$ cat src/rtl/falafel_req_arbiter.sv
// ----------------------------------------------------------------------------
// falafel_req_arbiter
//
// Purpose:
//   Schedules pending alloc and free requests from the two request FIFOs onto
//   the single allocator core. Only one operation is outstanding at a time.
//   Free requests win ties, but only for MAX_FREE_BURST consecutive grants
//   while an alloc is waiting. The granted command is held stable until the
//   core accepts it. The arbiter then waits for the core's done pulse before
//   it pops another request.
//
// Ports:
//   clk_i, rst_i          clock, asynchronous active-high reset
//   alloc_req_*           alloc FIFO head (val/id/size in, rdy = pop out)
//   free_req_*            free FIFO head  (val/id/size in, rdy = pop out)
//   core_req_*            command to core (val/is_alloc/id/size out, rdy in)
//   core_done_i           one-cycle completion pulse from the core
//   busy_o                high while an operation is outstanding
//
// Optional feature (macro FALAFEL_ARB_STATS_EN):
//   When the macro is defined, the block adds three outputs:
//   stat_alloc_cnt_o, stat_free_cnt_o and stat_stall_cnt_o. They are 32-bit
//   wrapping counters of alloc handshakes, free handshakes and ISSUE stall
//   cycles.
// ----------------------------------------------------------------------------
module falafel_req_arbiter #(
   parameter int unsigned DATA_W         = 64,
   parameter int unsigned MAX_FREE_BURST = 4
) (
   input  logic              clk_i,
   input  logic              rst_i,
   input  logic              alloc_req_val_i,
   output logic              alloc_req_rdy_o,
   input  logic [DATA_W-1:0] alloc_req_id_i,
   input  logic [DATA_W-1:0] alloc_req_size_i,
   input  logic              free_req_val_i,
   output logic              free_req_rdy_o,
   input  logic [DATA_W-1:0] free_req_id_i,
   input  logic [DATA_W-1:0] free_req_size_i,
   output logic              core_req_val_o,
   input  logic              core_req_rdy_i,
   output logic              core_req_is_alloc_o,
   output logic [DATA_W-1:0] core_req_id_o,
   output logic [DATA_W-1:0] core_req_size_o,
   input  logic              core_done_i,
`ifdef FALAFEL_ARB_STATS_EN
   output logic [31:0]       stat_alloc_cnt_o,
   output logic [31:0]       stat_free_cnt_o,
   output logic [31:0]       stat_stall_cnt_o,
`endif
   output logic              busy_o
);

   localparam int unsigned CNT_W     = 4;
   localparam logic [CNT_W-1:0] BURST_MAX = CNT_W'(MAX_FREE_BURST);

   typedef enum logic [1:0] {
      IDLE      = 2'd0,
      ISSUE     = 2'd1,
      WAIT_DONE = 2'd2
   } state_t;

   state_t           state;
   logic [CNT_W-1:0] free_burst_cnt;
   logic             grant_free;
   logic             grant_alloc;

   // Grant selection: only in IDLE, never while reset is asserted.
   // Free wins unless it has already used up its burst allowance over a
   // waiting alloc.
   always_comb begin
      grant_free  = 1'b0;
      grant_alloc = 1'b0;
      if (!rst_i && (state == IDLE)) begin
         if (free_req_val_i && (!alloc_req_val_i || (free_burst_cnt < BURST_MAX))) begin
            grant_free = 1'b1;
         end else if (alloc_req_val_i) begin
            grant_alloc = 1'b1;
         end
      end
   end

   // The FIFO pop happens in the same cycle as the grant.
   assign free_req_rdy_o  = grant_free;
   assign alloc_req_rdy_o = grant_alloc;

   // Control FSM with registered command outputs.
   always_ff @(posedge clk_i or posedge rst_i) begin
      if (rst_i) begin
         state               <= IDLE;
         core_req_val_o      <= 1'b0;
         core_req_is_alloc_o <= 1'b0;
         core_req_id_o       <= '0;
         core_req_size_o     <= '0;
         free_burst_cnt      <= '0;
         busy_o              <= 1'b0;
      end else begin
         case (state)
            IDLE: begin
               if (grant_free || grant_alloc) begin
                  state               <= ISSUE;
                  busy_o              <= 1'b1;
                  core_req_val_o      <= 1'b1;
                  core_req_is_alloc_o <= grant_alloc;
                  core_req_id_o       <= grant_alloc ? alloc_req_id_i   : free_req_id_i;
                  core_req_size_o     <= grant_alloc ? alloc_req_size_i : free_req_size_i;
                  // The burst count only grows while an alloc is actually
                  // being passed over.
                  if (grant_alloc || !alloc_req_val_i) begin
                     free_burst_cnt <= '0;
                  end else if (free_burst_cnt < BURST_MAX) begin
                     free_burst_cnt <= free_burst_cnt + CNT_W'(1);
                  end
               end
            end
            ISSUE: begin
               if (core_req_rdy_i) begin
                  state          <= WAIT_DONE;
                  core_req_val_o <= 1'b0;
               end
            end
            WAIT_DONE: begin
               if (core_done_i) begin
                  state  <= IDLE;
                  busy_o <= 1'b0;
               end
            end
            default: begin
               state          <= IDLE;
               busy_o         <= 1'b0;
               core_req_val_o <= 1'b0;
            end
         endcase
      end
   end

`ifdef FALAFEL_ARB_STATS_EN
   // Handshake and stall counters. They wrap naturally at 2^32.
   always_ff @(posedge clk_i or posedge rst_i) begin
      if (rst_i) begin
         stat_alloc_cnt_o <= '0;
         stat_free_cnt_o  <= '0;
         stat_stall_cnt_o <= '0;
      end else if (state == ISSUE) begin
         if (core_req_rdy_i) begin
            if (core_req_is_alloc_o) begin
               stat_alloc_cnt_o <= stat_alloc_cnt_o + 32'd1;
            end else begin
               stat_free_cnt_o  <= stat_free_cnt_o + 32'd1;
            end
         end else begin
            stat_stall_cnt_o <= stat_stall_cnt_o + 32'd1;
         end
      end
   end
`endif

endmodule

$ cat config.mk
export PLATFORM = sky130hd
export DESIGN_NAME = falafel_req_arbiter
export DESIGN_NICKNAME = d
export VERILOG_FILES = /design/src/rtl/falafel_req_arbiter.sv
export SDC_FILE = /design/constraint.sdc
export NUM_CORES = 1
export LEC_CHECK = 0
export CORE_AREA = 4 4 149 151
export CTS_CLUSTER_DIAMETER = 120
export CTS_CLUSTER_SIZE = 25
export DETAILED_ROUTE_END_ITERATION = 6
export DIE_AREA = 0 0 153 155
export PLACE_DENSITY = 0.65
export RECOVER_POWER = 50
export SYNTH_ARGS = -nofsm -noshare
export SYNTH_HDL_FRONTEND = slang
export SYNTH_SLANG_ARGS = --single-unit
$ cat constraint.sdc
create_clock -name clk_i -period 6.7 [get_ports clk_i]
set_input_delay 2.01 -clock clk_i [delete_from_list [all_inputs] [get_ports clk_i]]
set_output_delay 2.01 -clock clk_i [all_outputs]
set_load 0.02 [all_outputs]
==> results.py, run 1 <==
metrics = {
    "status": {
        "status": "finished with violations",
        "violations": "max-capacitance violations, max-slew violations",
    },
    "timing": {
        "whs_ns": 0.481,
        "period_minus_slack_ns": 6.05,
        "rsz0062_at_grt": "no",
        "hold_viol": 0,
        "setup_tns_ns": 0,
        "fmax_mhz": 165,
        "clock_skew_ns": 0.0119,
        "setup_viol": 0,
        "tightest_slew_ns": 2.20,
        "min_period_over_period": 0.902,
        "relSlewSlack": -0.471,
        "slew_violations": 100,
    },
    "yosys": {
        "yosys.cell_types.count": 25,
        "synth_area_leaders": "dfrtp_1 (56%), o221a_2 (18%), or3_1 (10%), a221o_1 (4.8%), nor3b_1 (3.8%)",
        "synth-warning-count": 0,
        "post-synth-top-area-cell": "dfrtp_1",
        "avgSynthCellArea_sq_um": 12.7,
        "post_synth_fa_ha_maj_area_fraction": 0.00206,
        "yosys_register_bits": 137,
        "syn_area_sq_um": 6080,
        "syn_inst": 478,
        "synthArstFlopShare": 1.00,
        "synth_nets": 741,
        "synth.top_cell.area_share": 0.564,
        "synth_top_family_by_area": "compound AO/OA/AOI/OAI gates",
        "synth_mux_area_frac": 0,
        "synth_compound_area_frac": 0.242,
        "synth_edf_count": 0,
        "ys.flop_type": "dfrtp_1",
        "seq_area_frac_synth": 0.564,
        "synth_simple_gate_area_frac": 0.154,
        "synth-xor-area-share": 0,
    },
    "place": {
        "dpl_cell_area_sq_um": 10200,
        "io_buffer_count": 394,
        "dp_hpwl_microns": 16200,
        "gp_congestion": 0.812,
    },
    "setup_path": {
        "critical_path_class": "primary input to output port",
        "worstPathArrival_ns": 4.04,
        "required_ns": 4.69,
        "startpoint": "rst_i",
        "reg2reg_slack_ns": 4.02,
        "reg2reg_depth": 5,
        "crit_fanout": 3,
        "r2r-start": "state[0]",
        "cp-end-kind": "output port",
        "start_kind": "primary input",
    },
    "clock_tree": {
        "cts_setup_buffers": 0,
        "cts.sinks": 137,
        "clockBufferDepth": 2,
        "htreeDepth": 4,
        "clk_latency_ns": 0.41,
        "cts_resized": 0,
        "cts_tree": "done",
        "cts.clk_slew.worst_paths_ns": 0.06,
        "hold_buffers": 0,
        "cts-root-buf": "clkbuf_16",
        "numCtsBuffers": 17,
    },
    "layout": {
        "nNetsFinal": 1109,
        "n_antenna_cell": 0,
        "n_fill_cell": 1865,
        "areaGrowthSynthToFinish_pct": 77.3,
        "layout-drive-gt1-share": 0.166,
        "final_cell_area_sq_um": 10800,
    },
    "grt": {
        "use_met2": 0.325,
        "grt_pass1_vias": 6155,
        "grt_antenna_before_repair": 0,
        "grtUsageMet1": 0.233,
        "track_usage": 0.193,
        "met3_usage": 0.0712,
        "overflow": 0,
        "grt_max_degree": 100,
        "grt-busiest-layer": "met2",
        "grt_pass1_wl_microns": 36100,
    },
    "hold_path": {
        "hold_path_depth": 2,
        "hp-class": "flop to flop",
        "hold_start": "busy_o",
    },
    "floorplanning": {
        "num_rows": 53,
        "fp.dieArea_sq_um": 23700,
        "die_x_microns": 153,
        "die_h_microns": 155,
        "start_util": 0.292,
        "core_region_area_sq_um": 20800,
        "pin_count": 395,
    },
    "detailed_routing": {
        "ant_nets": 0,
        "routed-via-count": 5796,
        "route.final.wire_length_microns": 23600,
        "drtIter0Drc": 318,
        "drc": 0,
        "wl_per_cell_microns": 20.8,
        "first_pass_iters": 4,
        "routed_via_density": 5.11,
    },
    "job": {
        "drv_cap": 1,
    },
    "pwr": {
        "p_leak_uw": 0.00397,
        "p_per_area_nw_per_um2": 401,
        "ir_drop_uv": 196,
        "finalPower_uw": 4330,
    },
}
==> metrics by stage <==
step | std cells | setup slack (ns) | utilization
final | 1134 | 0.654 | 0.518
after global routing | 1134 | 0.470 | 0.518
after CTS | 1134 | 0.667 | 0.518
after detailed placement | 1102 | 0.676 | 0.492
after global placement | 1102 | 0.690 | 0.492
after floorplan | 478 | 1.02 | -
==> cells in the mapped netlist (all sizes together) (2+ instances only) <==
cell / count
o21ai: 5
clkbuf: 45
a32o: 2
a221o: 29
dfrtp: 137
or3: 99
nor2: 3
inv: 2
nor3b: 31
nand2: 6
o221a: 99
buf: 10
==> report_power, final <==
part / internal [uW] / switching [uW] / total (uW)
combinational: 1040 / 995 / 2030
sequential: 1210 / 210 / 1420
clock: 488 / 385 / 873
==> area by class of cell <==
| class | instances | area (sq um) | area share |
|---|---|---|---|
| timing repair buffer | 404 | 4020 | 0.373 |
| sequential | 137 | 3430 | 0.318 |
| multi-input combinational | 284 | 2440 | 0.226 |
| clock buffer | 20 | 447 | 0.0414 |
| tap | 275 | 344 | 0.0319 |
| clock inverter | 12 | 93.8 | 0.00871 |
| inverter | 2 | 11.3 | 0.00104 |
==> routing by layer <==
metal  part of all wire  up-vias
met5                  0        -
met2               0.49      280
li1                   -     2671
met4              0.015        0
met3              0.087       23
met1               0.40     2822
==> cell families (layout without fill, tap and decap cells) <==
family                   count (synthesis)  in the layout
AO/OA/AOI/OAI                          138            138
adder cells (fa/ha/maj)                  1              1
buffers and inverters                   57            438
flip-flops                             137            137
AND/OR/NAND/NOR                        145            145
==> sequential cells by signal (all words and copies together) (netlist names) <==
signal	flops
core_req_id_o	64
core_req_is_alloc_o	1
core_req_size_o	64
state	2
busy_o	1
free_burst_cnt	4
core_req_val_o	1
==> worst paths after layout <==
| path | to |
|---|---|
| setup / recovery | alloc_req_rdy_o |
| hold reg to reg | busy_o |
| setup reg to reg | core_req_id_o[5] |
| max in group asynchronous | core_req_id_o[55] |
| min in group asynchronous | core_req_is_alloc_o |
| hold / removal | busy_o |
==> cell usage in the layout (no fill, tap or decap), types with 2 or more instances in the layout <==
master,synthesis,layout
a32o_1,2,2
a221o_1,29,29
clkbuf_16,0,17
o221a_2,99,99
nor2_1,3,3
inv_6,0,4
dlygate4sd3_1,0,102
nor3b_1,31,30
dfrtp_1,137,137
clkbuf_1,45,3
o21ai_0,4,5
clkinvlp_4,0,7
buf_4,0,9
or3_1,99,99
nand2_1,6,6
clkdlybuf4s50_1,0,292
==> critical path, cell delays in order <==
cell	delay [ns]
dlygate4sd3_1	0.60
or4b_4	0.56
nor2_1	0.20
clkdlybuf4s50_1	0.67
Power figures use the tool's default switching activity.
==> inputs of run 2 (changes only) <==
--- a/config.mk
+++ b/config.mk
@@ -5,12 +5,12 @@
 export SDC_FILE = /design/constraint.sdc
 export NUM_CORES = 1
 export LEC_CHECK = 0
-export CORE_AREA = 4 4 149 151
+export CORE_AREA = 4 4 150 152
 export CTS_CLUSTER_DIAMETER = 120
 export CTS_CLUSTER_SIZE = 25
 export DETAILED_ROUTE_END_ITERATION = 6
-export DIE_AREA = 0 0 153 155
-export PLACE_DENSITY = 0.65
+export DIE_AREA = 0 0 154 156
+export PLACE_DENSITY = 0.64
 export RECOVER_POWER = 50
 export SYNTH_ARGS = -nofsm -noshare
 export SYNTH_HDL_FRONTEND = slang
==> results.py, run 2 (same netlist as run 1, synthesis figures left out) <==
metrics = {
    "status": {
        "status": "complete, no violations",
    },
    "floorplanning": {
        "num_rows": 53,
        "die_x_microns": 154,
        "start_util": 0.289,
        "fp.dieArea_sq_um": 24000,
        "pin_count": 395,
        "die_h_microns": 156,
        "core_region_area_sq_um": 21000,
    },
    "layout": {
        "n_antenna_cell": 0,
        "final_cell_mix": "clkdlybuf4s50_1 (288), dfrtp_1 (137), dlygate4sd3_1 (106)",
        "nNetsFinal": 1109,
        "top_regs": "core_req_id_o x64, core_req_size_o x64, free_burst_cnt x4",
        "final_common_cell": "clkdlybuf4s50_1",
        "areaGrowthSynthToFinish_pct": 79.4,
        "layout-drive-gt1-share": 0.170,
    },
    "timing": {
        "fmax_mhz": 167,
        "setup_viol": 0,
        "whs_ns": 0.472,
        "clock_skew_ns": 0.0143,
        "slew_violations": 0,
        "period_minus_slack_ns": 6.00,
        "min_period_over_period": 0.895,
        "rsz0062_at_grt": "no",
        "tightest_slew_ns": 0.960,
        "hold_viol": 0,
        "relSlewSlack": 0.360,
        "setup_tns_ns": 0,
    },
    "pwr": {
        "p_leak_uw": 0.00405,
        "p_per_area_nw_per_um2": 415,
        "ir_drop_uv": 185,
        "finalPower_uw": 4520,
    },
    "setup_path": {
        "cp-end-kind": "output port",
        "start_kind": "primary input",
        "reg2reg_depth": 4,
        "required_ns": 4.69,
        "reg2reg_slack_ns": 4.21,
        "crit_fanout": 3,
        "worstPathArrival_ns": 3.99,
        "r2r-end": "core_req_id_o[1]",
        "critical_path_class": "primary input to output port",
        "r2r-start": "state[0]",
    },
    "detailed_routing": {
        "wl_per_cell_microns": 21.3,
        "route.final.wire_length_microns": 24100,
        "drtIter0Drc": 317,
        "routed-via-count": 5755,
        "ant_nets": 0,
        "first_pass_iters": 5,
        "routed_via_density": 5.08,
        "drc": 0,
    },
    "hold_path": {
        "hp-class": "flop to flop",
        "hold_path_depth": 2,
        "hold_start": "busy_o",
        "worstHoldEndpoint": "busy_o",
    },
    "place": {
        "dp_hpwl_microns": 16500,
        "gp_congestion": 0.773,
        "io_buffer_count": 394,
    },
    "clock_tree": {
        "htreeDepth": 4,
        "clk_latency_ns": 0.42,
        "cts_tree": "done",
        "cts_resized": 0,
        "numCtsBuffers": 17,
        "hold_buffers": 0,
        "cts.sinks": 137,
        "cts-root-buf": "clkbuf_16",
        "cts.clk_slew.worst_paths_ns": 0.06,
        "clockBufferDepth": 2,
        "cts_setup_buffers": 0,
    },
    "grt": {
        "grt_antenna_before_repair": 0,
        "overflow": 0,
        "grt_max_degree": 100,
        "track_usage": 0.194,
        "grt_pass1_wl_microns": 36500,
        "grt_pass1_vias": 6142,
    },
    "job": {
        "drv_cap": 0,
    },
}
==> run 2: worst max-delay path by stage <==
stage	start	endpoint	slack [ns]	cells past startpoint
6_report	rst_i	alloc_req_rdy_o	0.70	4
2_1_floorplan	rst_i	busy_o	1.02	1
3_5_place_dp	alloc_req_val_i	alloc_req_rdy_o	0.73	4
3_3_place_gp	alloc_req_val_i	alloc_req_rdy_o	0.72	4
4_1_cts	alloc_req_val_i	alloc_req_rdy_o	0.71	4
5_1_grt	rst_i	alloc_req_rdy_o	0.62	4
==> run 2: metal layers <==
metal / up-vias / track usage / wire length (microns)
li1: 2682 / - / -
met1: 2769 / 0.235 / 9820
met3: 28 / 0.0813 / 2360
met4: 0 / 0.0610 / 490
met5: - / 0 / 0
met2: 276 / 0.316 / 11400
==> run 2: where the power goes <==
group	leakage [uW]	internal, uW	switching (uW)
clock network	0.000316	680	373
logic	0.00219	1030	1010
registers	0.00155	1210	214
total	0.00405	2920	1600
==> run 2: cell type report <==
class	count	area (sq um)
Sequential cell	137	3430
Fill cell	1876	10100
Clock inverter	11	194
Tap cell	275	344
Inverter	2	12.5
Multi-Input combinational cell	284	2450
Timing Repair Buffer	404	4020
Clock buffer	20	457
==> run 2: worst max-delay path, stage by stage <==
cell and delay (ns):
dlygate4sd3_1 0.63, or4b_4 0.57, nor2_1 0.12, clkdlybuf4s50_1 0.67
==> run 2: metrics by stage <==
step	instances	setup slack [ns]	utilization	cell area, sq um
3_5_place_dp	1102	0.731	0.488	10200
3_3_place_gp	1102	0.722	0.488	10200
2_1_floorplan	478	1.02	-	6080
6_report	1133	0.705	0.519	10900
4_1_cts	1133	0.707	0.519	10900
5_1_grt	1133	0.615	0.519	10900
==> inputs of run 3 (changes only) <==
--- a/config.mk
+++ b/config.mk
@@ -10,6 +10,7 @@
 export CTS_CLUSTER_SIZE = 25
 export DETAILED_ROUTE_END_ITERATION = 6
 export DIE_AREA = 0 0 154 156
+export GPL_ROUTABILITY_DRIVEN = 0
 export PLACE_DENSITY = 0.64
 export RECOVER_POWER = 50
 export SYNTH_ARGS = -nofsm -noshare
==> results of run 3 <==
Same layout as run 2: the final DEF is identical, and so are final timing and power.
